===== src/rtl/dspba_pipe_pkg.sv =====
// dspba_pipe_pkg: shared limits and count-width helper for the elastic delay line
package dspba_pipe_pkg;
  localparam int DSPBA_PIPE_MAX_DEPTH = 64;
  function automatic int cnt_width(input int depth);
    return ($clog2(depth + 1) > 1) ? $clog2(depth + 1) : 1;
  endfunction
endpackage


===== src/rtl/dspba_pipe_stage.sv =====
// dspba_pipe_stage: one valid+data slice of the elastic delay line
module dspba_pipe_stage
  import dspba_pipe_pkg::*;
#(
  parameter int WIDTH = 32,
  parameter bit RESET_DATA = 1'b1
) (
  input  logic             clk,
  input  logic             reset,
  input  logic             adv,
  input  logic             flush,
  input  logic             v_in,
  input  logic [WIDTH-1:0] d_in,
  output logic             v,
  output logic [WIDTH-1:0] d
);
  // valid bit: flush empties the slice, otherwise it follows upstream whenever it advances
  always_ff @(posedge clk or negedge reset)
    if (!reset) v <= 1'b0;
    else if (flush) v <= 1'b0;
    else if (adv) v <= v_in;
  if (RESET_DATA) begin : g_rst
    // payload loads only when a real entry moves in, so bubbles never toggle it
    always_ff @(posedge clk or negedge reset)
      if (!reset) d <= '0;
      else if (adv && v_in && !flush) d <= d_in;
  end else begin : g_nrst
    // payload loads only when a real entry moves in; no reset on the data path
    always_ff @(posedge clk)
      if (adv && v_in && !flush) d <= d_in;
  end
endmodule


===== src/rtl/dspba_pipe_delay.sv =====
// dspba_pipe_delay: elastic DEPTH-stage delay line with backpressure, bubble collapse and occupancy count; DSPBA_PIPE_FLUSH_EN adds a synchronous flush
module dspba_pipe_delay
  import dspba_pipe_pkg::*;
#(
  parameter int WIDTH = 32,
  parameter int DEPTH = 4,
  parameter bit RESET_DATA = 1'b1,
  localparam int CNTW = cnt_width(DEPTH)
) (
  input  logic             clk,
  input  logic             reset,
`ifdef DSPBA_PIPE_FLUSH_EN
  input  logic             flush,
`endif
  input  logic             in_valid,
  input  logic [WIDTH-1:0] in_data,
  output logic             in_ready,
  output logic             out_valid,
  output logic [WIDTH-1:0] out_data,
  input  logic             out_ready,
  output logic [CNTW-1:0]  count
);
  if (DEPTH < 0 || DEPTH > DSPBA_PIPE_MAX_DEPTH || WIDTH < 1) begin : g_bad_cfg
    $error("dspba_pipe_delay: DEPTH must be 0..%0d and WIDTH >= 1", DSPBA_PIPE_MAX_DEPTH);
  end
  if (DEPTH == 0) begin : g_wire
    assign out_valid = in_valid;
    assign out_data  = in_data;
    assign in_ready  = out_ready;
    assign count     = '0;
  end else begin : g_pipe
    logic [DEPTH-1:0] v, adv;
    logic [WIDTH-1:0] d [DEPTH];
    logic fl, in_hs, out_hs;
`ifdef DSPBA_PIPE_FLUSH_EN
    assign fl = flush;
`else
    assign fl = 1'b0;
`endif
    for (genvar i = 0; i < DEPTH; i++) begin : g_stage
      logic             vi;
      logic [WIDTH-1:0] di;
      if (i == 0) begin : g_head
        assign vi = in_valid;
        assign di = in_data;
      end else begin : g_body
        assign vi = v[i-1];
        assign di = d[i-1];
      end
      assign adv[i] = out_ready || !(&v[DEPTH-1:i]);
      dspba_pipe_stage #(.WIDTH(WIDTH), .RESET_DATA(RESET_DATA)) u_stage (
        .clk  (clk),
        .reset(reset),
        .adv  (adv[i]),
        .flush(fl),
        .v_in (vi),
        .d_in (di),
        .v    (v[i]),
        .d    (d[i])
      );
    end
    assign in_ready  = adv[0] && !fl;
    assign out_valid = v[DEPTH-1];
    assign out_data  = d[DEPTH-1];
    assign in_hs     = in_valid && in_ready;
    assign out_hs    = out_valid && out_ready;
    // occupancy: +1 per accepted input, -1 per delivered output, flush empties
    always_ff @(posedge clk or negedge reset)
      if (!reset) count <= '0;
      else if (fl) count <= '0;
      else count <= count + CNTW'(in_hs) - CNTW'(out_hs);
  end
endmodule

===== config.mk =====
export PLATFORM = sky130hd
export DESIGN_NAME = dspba_pipe_delay
export DESIGN_NICKNAME = d
export VERILOG_FILES = /design/src/rtl/dspba_pipe_pkg.sv /design/src/rtl/dspba_pipe_stage.sv /design/src/rtl/dspba_pipe_delay.sv
export SDC_FILE = /design/constraint.sdc
export NUM_CORES = 1
export LEC_CHECK = 0
export ABC_AREA = 1
export CAP_MARGIN = 20
export CORE_UTILIZATION = 50
export CTS_CLUSTER_DIAMETER = 40
export DETAILED_ROUTE_END_ITERATION = 8
export PLACE_DENSITY = 0.71
export SLEW_MARGIN = 15
export SYNTH_ARGS = -nofsm -noshare
export SYNTH_HDL_FRONTEND = slang
export SYNTH_SLANG_ARGS = --single-unit

===== constraint.sdc =====
create_clock -name clk -period 2.95 [get_ports clk]
set_clock_uncertainty 0.15 [all_clocks]
set_input_delay 0.59 -clock clk [delete_from_list [all_inputs] [get_ports clk]]
set_output_delay 0.59 -clock clk [all_outputs]
set_load 0.05 [all_outputs]

==> results.sh, run 1 <==
export IMPL_avgSynthCellArea_um2=9.17
export IMPL_cts_hold_buf=0
export IMPL_reg2reg_slack_ns=0.83
export IMPL_start_util_pct=51.8
export IMPL_rsz0062_at_grt="false"
export IMPL_hp_class="in -> async"
export IMPL_seq_area_frac_synth_pct=62.6
export IMPL_dp_hpwl_mm=6.92
export IMPL_grt_pass1_wl_mm=18.6
export IMPL_yosysUniqueCellTypes=17
export IMPL_worstPathRequired_ns=2.21
export IMPL_cp_slowest_cell="clkdlybuf4s50_1"
export IMPL_yosys_warnings=0
export IMPL_use_met3_pct=5.46
export IMPL_slowest_delay_ns=0.61
export IMPL_synth_area_top_cells="dfrtp_1, nand2_1, nand3_1"
export IMPL_row_count=37
export IMPL_grt_usage_pct=21.0
export IMPL_synth_nets=628
export IMPL_rr_startpoint="g_pipe.g_stage[3].u_stage.v"
export IMPL_crit_chain="clkdlybuf4s50_1 > nor2_4 > nand2_2 > buf_4 > buf_12"
export IMPL_cts_root_buf="clkbuf_8"
export IMPL_globalRouteMet1Util_pct=30.8
export IMPL_cts_max_path_buffers=2
export IMPL_synth_top_area_share_pct=62.6
export IMPL_die_x_um=106
export IMPL_postCtsSetupRepairBufs=0
export IMPL_final_common_cell="nand2_1"
export IMPL_worstMarginPinSlew_ns=0.924
export IMPL_start_kind="primary input"
export IMPL_slew_headroom_pct=38.4
export IMPL_cts_inserted_buffers=17
export IMPL_clock_latency_ns=0.51
export IMPL_final_core_util_pct=65.0
export IMPL_post_route_min_period_ns=2.66
export IMPL_ys_ff_latch=135
export IMPL_nets=691
export IMPL_grt_busiest_layer="met2"
export IMPL_synth_top_cell_by_area="dfrtp_1"
export IMPL_critical_path_class="in -> out"
export IMPL_setup_tns_final_ns=0
export IMPL_drt_vias_per_instance=5.02
export IMPL_status="completed"
export IMPL_hold_violations=0
export IMPL_antenna_found_initial=0
export IMPL_max_freq_mhz=376
export IMPL_cts_resized=0
export IMPL_io_buffers=72
export IMPL_grt_max_degree=76
export IMPL_cp_max_fo=34
export IMPL_h_tree_depth=4
export IMPL_drtAntennaViolNets=0
export IMPL_grt_ovfl_total=0
export IMPL_arrival_ns=1.92
export IMPL_dieHeight_um=106
export IMPL_ios=73
export IMPL_powerDensity_nw_per_um2=1090
export IMPL_critPathTopFamily="buffers and inverters"
export IMPL_areaGrowthSynthToFinish_pct=25.5
export IMPL_routed_wl_mm=10.6
export IMPL_core_um2=10400
export IMPL_gr_usage_met2_pct=30.9
export IMPL_path_clk_slew_ns=0.06
export IMPL_reg2reg_to="count[2]"
export IMPL_finalPower_mw=7.40
export IMPL_drc=0
export IMPL_die_area_um2=11200
export IMPL_cts_tree="built"
export IMPL_peakVddDrop_mv=0.622
export IMPL_grt_pass1_vias=3905
export IMPL_routabilityCongestion=0.727
export IMPL_cap_viol_max_count=0
export IMPL_maxSlewViolCount=0
export IMPL_cts_sinks=135
export IMPL_netlist_area_um2=5400
export IMPL_vias=4019
export IMPL_drtIter0Drc=261
export IMPL_final_cell_mix="nand2_1, dfrtp_1, nand3_1"
export IMPL_fin_crit_sh_pct=90.1
export IMPL_p_leak_nw=3.53
export IMPL_finalSetupViolCount=0
export IMPL_crit_buf_inv=3
export IMPL_synthCells=589
export IMPL_crit_path_end_kind="output port"
export IMPL_diodes=0
export IMPL_drive_gt1_share_pct=7.97
export IMPL_drt_pre_antenna_iters=4
export IMPL_routedWlPerCell_um=13.2
export IMPL_reg2reg_depth=11
metal layers:
layer,vias to the layer above,wire length [um]
met2,89,4790
met5,-,0
met3,6,385
li1,2009,-
met1,1915,5360
met4,0,75
per-stage QoR:
step	worst slack [ns]	hold WS [ns]	cell area, um2	instances
final	0.292	0.0696	6780	801
after detailed placement	0.172	0.308	6170	769
after floorplan	0.472	0.144	5400	589
after CTS	0.296	0.101	6780	801
after global placement	0.250	0.304	6170	769
after global routing	0.244	0.139	6780	801
power by group:
part           leakage, nW  switching [mW]  internal [mW]
clock                0.301           0.728           1.39
combinational         1.54            1.64          0.801
sequential            1.70           0.371           2.47
total                 3.53            2.74           4.66
flip-flops by register name (all words and copies together) (netlist names):
register and flops:
g_pipe.g_stage.u_stage.d 128, count 3, g_pipe.g_stage.u_stage.v 4
cells by family after synthesis:
group | synth area share [%]
and+or+nand+nor | 31.6
adders and majority gates | 0.834
xor gates and xnor gates | 0.162
DFF | 62.6
buffers and inverters | 4.87
Yosys cell counts:
| cell type | number |
|---|---|
| buf_1 | 8 |
| buf_2 | 18 |
| buf_4 | 4 |
| buf_6 | 6 |
| clkbuf_1 | 4 |
| dfrtp_1 | 135 |
| fa_1 | 1 |
| ha_1 | 2 |
| inv_1 | 6 |
| inv_2 | 2 |
| nand2_1 | 266 |
| nand2_2 | 4 |
| nand2_4 | 2 |
| nand2b_1 | 1 |
| nand3_1 | 128 |
| nor2_4 | 1 |
| xnor2_1 | 1 |
worst max-delay path by stage:
stage	from	to	cells past startpoint
global placement	out_ready	count[2]	11
detailed placement	out_ready	count[2]	11
finish	out_ready	in_ready	5
CTS	out_ready	in_ready	5
floorplan	g_pipe.g_stage[3].u_stage.v	count[1]	11
global route	out_ready	in_ready	5
worst register-to-register path, cell delays in order, from the launching register on:
cell	delay (ns)
dfrtp_1	0.45
nand2_2	0.09
nor2_4	0.14
nand2_2	0.10
nand2_4	0.07
ha_1	0.22
inv_1	0.05
ha_1	0.13
inv_1	0.05
fa_1	0.40
nand2_1	0.08
nand2_1	0.05
cell type report:
| type | count | area [um2] |
|---|---|---|
| well taps | 136 | 170 |
| repair buffers | 84 | 831 |
| fillers | 890 | 3640 |
| clock inverters | 8 | 118 |
| inverters | 8 | 30.0 |
| flip-flops and latches | 135 | 3380 |
| clock buffers | 24 | 490 |
| multi-input cells | 406 | 1760 |
(Power assumes the default switching activity.)
==> run 2, diff against run 1 <==
--- a/config.mk
+++ b/config.mk
@@ -7,10 +7,10 @@
 export LEC_CHECK = 0
 export ABC_AREA = 1
 export CAP_MARGIN = 20
-export CORE_UTILIZATION = 50
+export CORE_UTILIZATION = 49
 export CTS_CLUSTER_DIAMETER = 40
 export DETAILED_ROUTE_END_ITERATION = 8
-export PLACE_DENSITY = 0.71
+export PLACE_DENSITY = 0.72
 export SLEW_MARGIN = 15
 export SYNTH_ARGS = -nofsm -noshare
 export SYNTH_HDL_FRONTEND = slang
==> constraint.sdc (replaced) <==
create_clock -name clk -period 2.4 [get_ports clk]
set_clock_uncertainty 0.15 [all_clocks]
set_input_delay 0.48 -clock clk [delete_from_list [all_inputs] [get_ports clk]]
set_output_delay 0.48 -clock clk [all_outputs]
set_load 0.05 [all_outputs]
==> results.sh, run 2 (synthesis gave the netlist of run 1 again) <==
export IMPL_status="completed"
export IMPL_top_layer_used="met4"
export IMPL_final_common_cell="nand2_1"
export IMPL_critPathTopFamily="buffers and inverters"
export IMPL_io_buffers=72
export IMPL_multiInputGateArea_um2=1760
export IMPL_wl_met3_um=494
export IMPL_reg2reg_depth=12
export IMPL_hold_path_end="g_pipe.g_stage[3].u_stage.d[23]"
export IMPL_start_util_pct=51.4
export IMPL_max_freq_mhz=425
export IMPL_drt_pre_antenna_iters=5
export IMPL_start_kind="flip-flop"
export IMPL_route_met2_wl_mm=4.54
export IMPL_p_leak_nw=3.56
export IMPL_vias=4054
export IMPL_clock_latency_ns=0.52
export IMPL_fin_crit_sh_pct=98.1
export IMPL_path_clk_slew_ns=0.06
export IMPL_grt_max_degree=55
export IMPL_drt_vias_per_instance=5.05
export IMPL_nets=694
export IMPL_min_delay_start="g_pipe.g_stage[3].u_stage.d[23]"
export IMPL_routedWlPerCell_um=13.1
export IMPL_grt_pass1_wl_mm=18.4
export IMPL_cts_sinks=135
export IMPL_dieHeight_um=107
export IMPL_crit_chain="clkdlybuf4s50_1"
export IMPL_largest_register_ffs=128
export IMPL_slowest_delay_ns=0.82
export IMPL_final_core_util_pct=64.9
export IMPL_core_um2=10500
export IMPL_routabilityCongestion=0.762
export IMPL_grt_usage_pct=20.7
export IMPL_drtAntennaViolNets=0
export IMPL_cts_root_buf="clkbuf_8"
export IMPL_antenna_found_initial=0
export IMPL_dpl_cell_count=771
export IMPL_postCtsSetupRepairBufs=0
export IMPL_worstPathRequired_ns=1.77
export IMPL_rr_startpoint="g_pipe.g_stage[3].u_stage.v"
export IMPL_cp_max_fo=2
export IMPL_routed_wl_mm=10.5
export IMPL_critical_path_class="reg -> out"
export IMPL_cts_inserted_buffers=17
export IMPL_areaGrowthSynthToFinish_pct=26.3
export IMPL_hp_class="reg -> reg"
export IMPL_layout_setup_ws_ns=0.0452
export IMPL_die_x_um=107
export IMPL_cap_viol_max_count=0
export IMPL_peakVddDrop_mv=0.602
export IMPL_path_depth=1
export IMPL_drc=0
export IMPL_worstMarginPinSlew_ns=0.607
export IMPL_final_cell_mix="nand2_1, dfrtp_1, nand3_1"
export IMPL_pre_cts_slack_ns=-0.137
export IMPL_row_count=37
export IMPL_reg_largest_list="g_pipe.g_stage.u_stage.d: 128 flops, g_pipe.g_stage.u_stage.v: 4 flops, count: 3 flops"
export IMPL_regMostFlops="g_pipe.g_stage.u_stage.d"
export IMPL_cts_tree="built"
export IMPL_die_area_um2=11400
export IMPL_ios=73
export IMPL_hold_depth=2
export IMPL_rsz0062_at_grt="false"
export IMPL_reg2reg_to="count[2]"
export IMPL_grt_ovfl_total=0
export IMPL_crit_buf_inv=1
export IMPL_crit_path_end_kind="output port"
export IMPL_met1_length_mm=5.33
export IMPL_regArea_um2=3380
export IMPL_hold_violations=0
export IMPL_powerDensity_nw_per_um2=1340
export IMPL_post_route_min_period_ns=2.35
export IMPL_fillCellCount=888
export IMPL_maxSlewViolCount=0
export IMPL_finalSetupViolCount=0
export IMPL_slew_headroom_pct=59.5
export IMPL_cts_max_path_buffers=2
export IMPL_reg2reg_slack_ns=0.36
export IMPL_grt_pass1_vias=3837
export IMPL_drive_gt1_share_pct=8.40
export IMPL_diodes=0
export IMPL_arrival_ns=1.72
export IMPL_cp_slowest_cell="clkdlybuf4s50_1"
export IMPL_h_tree_depth=4
export IMPL_final_cells=803
export IMPL_drtIter0Drc=240
export IMPL_dp_hpwl_mm=7.07
==> run 2: power breakdown <==
part	switching [mW]	total [mW]	internal, mW
sequential	0.446	3.48	3.03
combinational	2.01	3.00	0.988
clock	0.931	2.64	1.71
==> run 2: worst max path at each step <==
stage	slack (ns)	startpoint	to
floorplan	0.07	g_pipe.g_stage[3].u_stage.v	count[1]
global placement	-0.08	out_ready	count[2]
detailed placement	-0.14	out_ready	count[2]
CTS	0.01	g_pipe.g_stage[3].u_stage.v	out_valid
global route	0.008	count[0]	count[0]
finish	0.05	count[2]	count[2]
==> run 2: per-stage QoR <==
| stage | hold WS [ns] | setup TNS, ns | cell area, um2 | power [mW] |
|---|---|---|---|---|
| finish | 0.321 | 0 | 6820 | 9.11 |
| global route | 0.339 | 0 | 6820 | 9.65 |
| CTS | 0.325 | 0 | 6810 | 9.19 |
| detailed placement | 0.310 | -0.263 | 6200 | 6.53 |
| global placement | 0.305 | -0.162 | 6200 | 6.42 |
| floorplan | 0.0344 | 0 | 5400 | 5.60 |
==> run 2: routing by layer <==
layer | up-vias | track usage [%]
met5 | - | 0
li1 | 2017 | -
met1 | 1905 | 31.0
met3 | 15 | 4.50
met2 | 117 | 30.0
met4 | 0 | 7.14
==> run 2: what timing repair did <==
item	in CTS	in global routing
gates cloned	0	0
endpoints found under the hold margin	43	0
endpoints found under the setup margin	1	2
hold buffers	1	0
resized for setup	1	2
==> run 2: tightest hold or removal path, cell delays in order (launching register included) <==
cell     delay (ns)
dfrtp_1        0.34
nand2_1        0.05
nand2_1        0.05
==> run 2: cell type report <==
cell class                 count  share of cell area, %
clock buffer                  19                   6.33
clock inverter                12                   2.59
inverter                       8                  0.440
multi-input combinational    406                   25.8
sequential                   135                   49.6
tap                          136                   2.50
timing repair buffer          87                   12.8
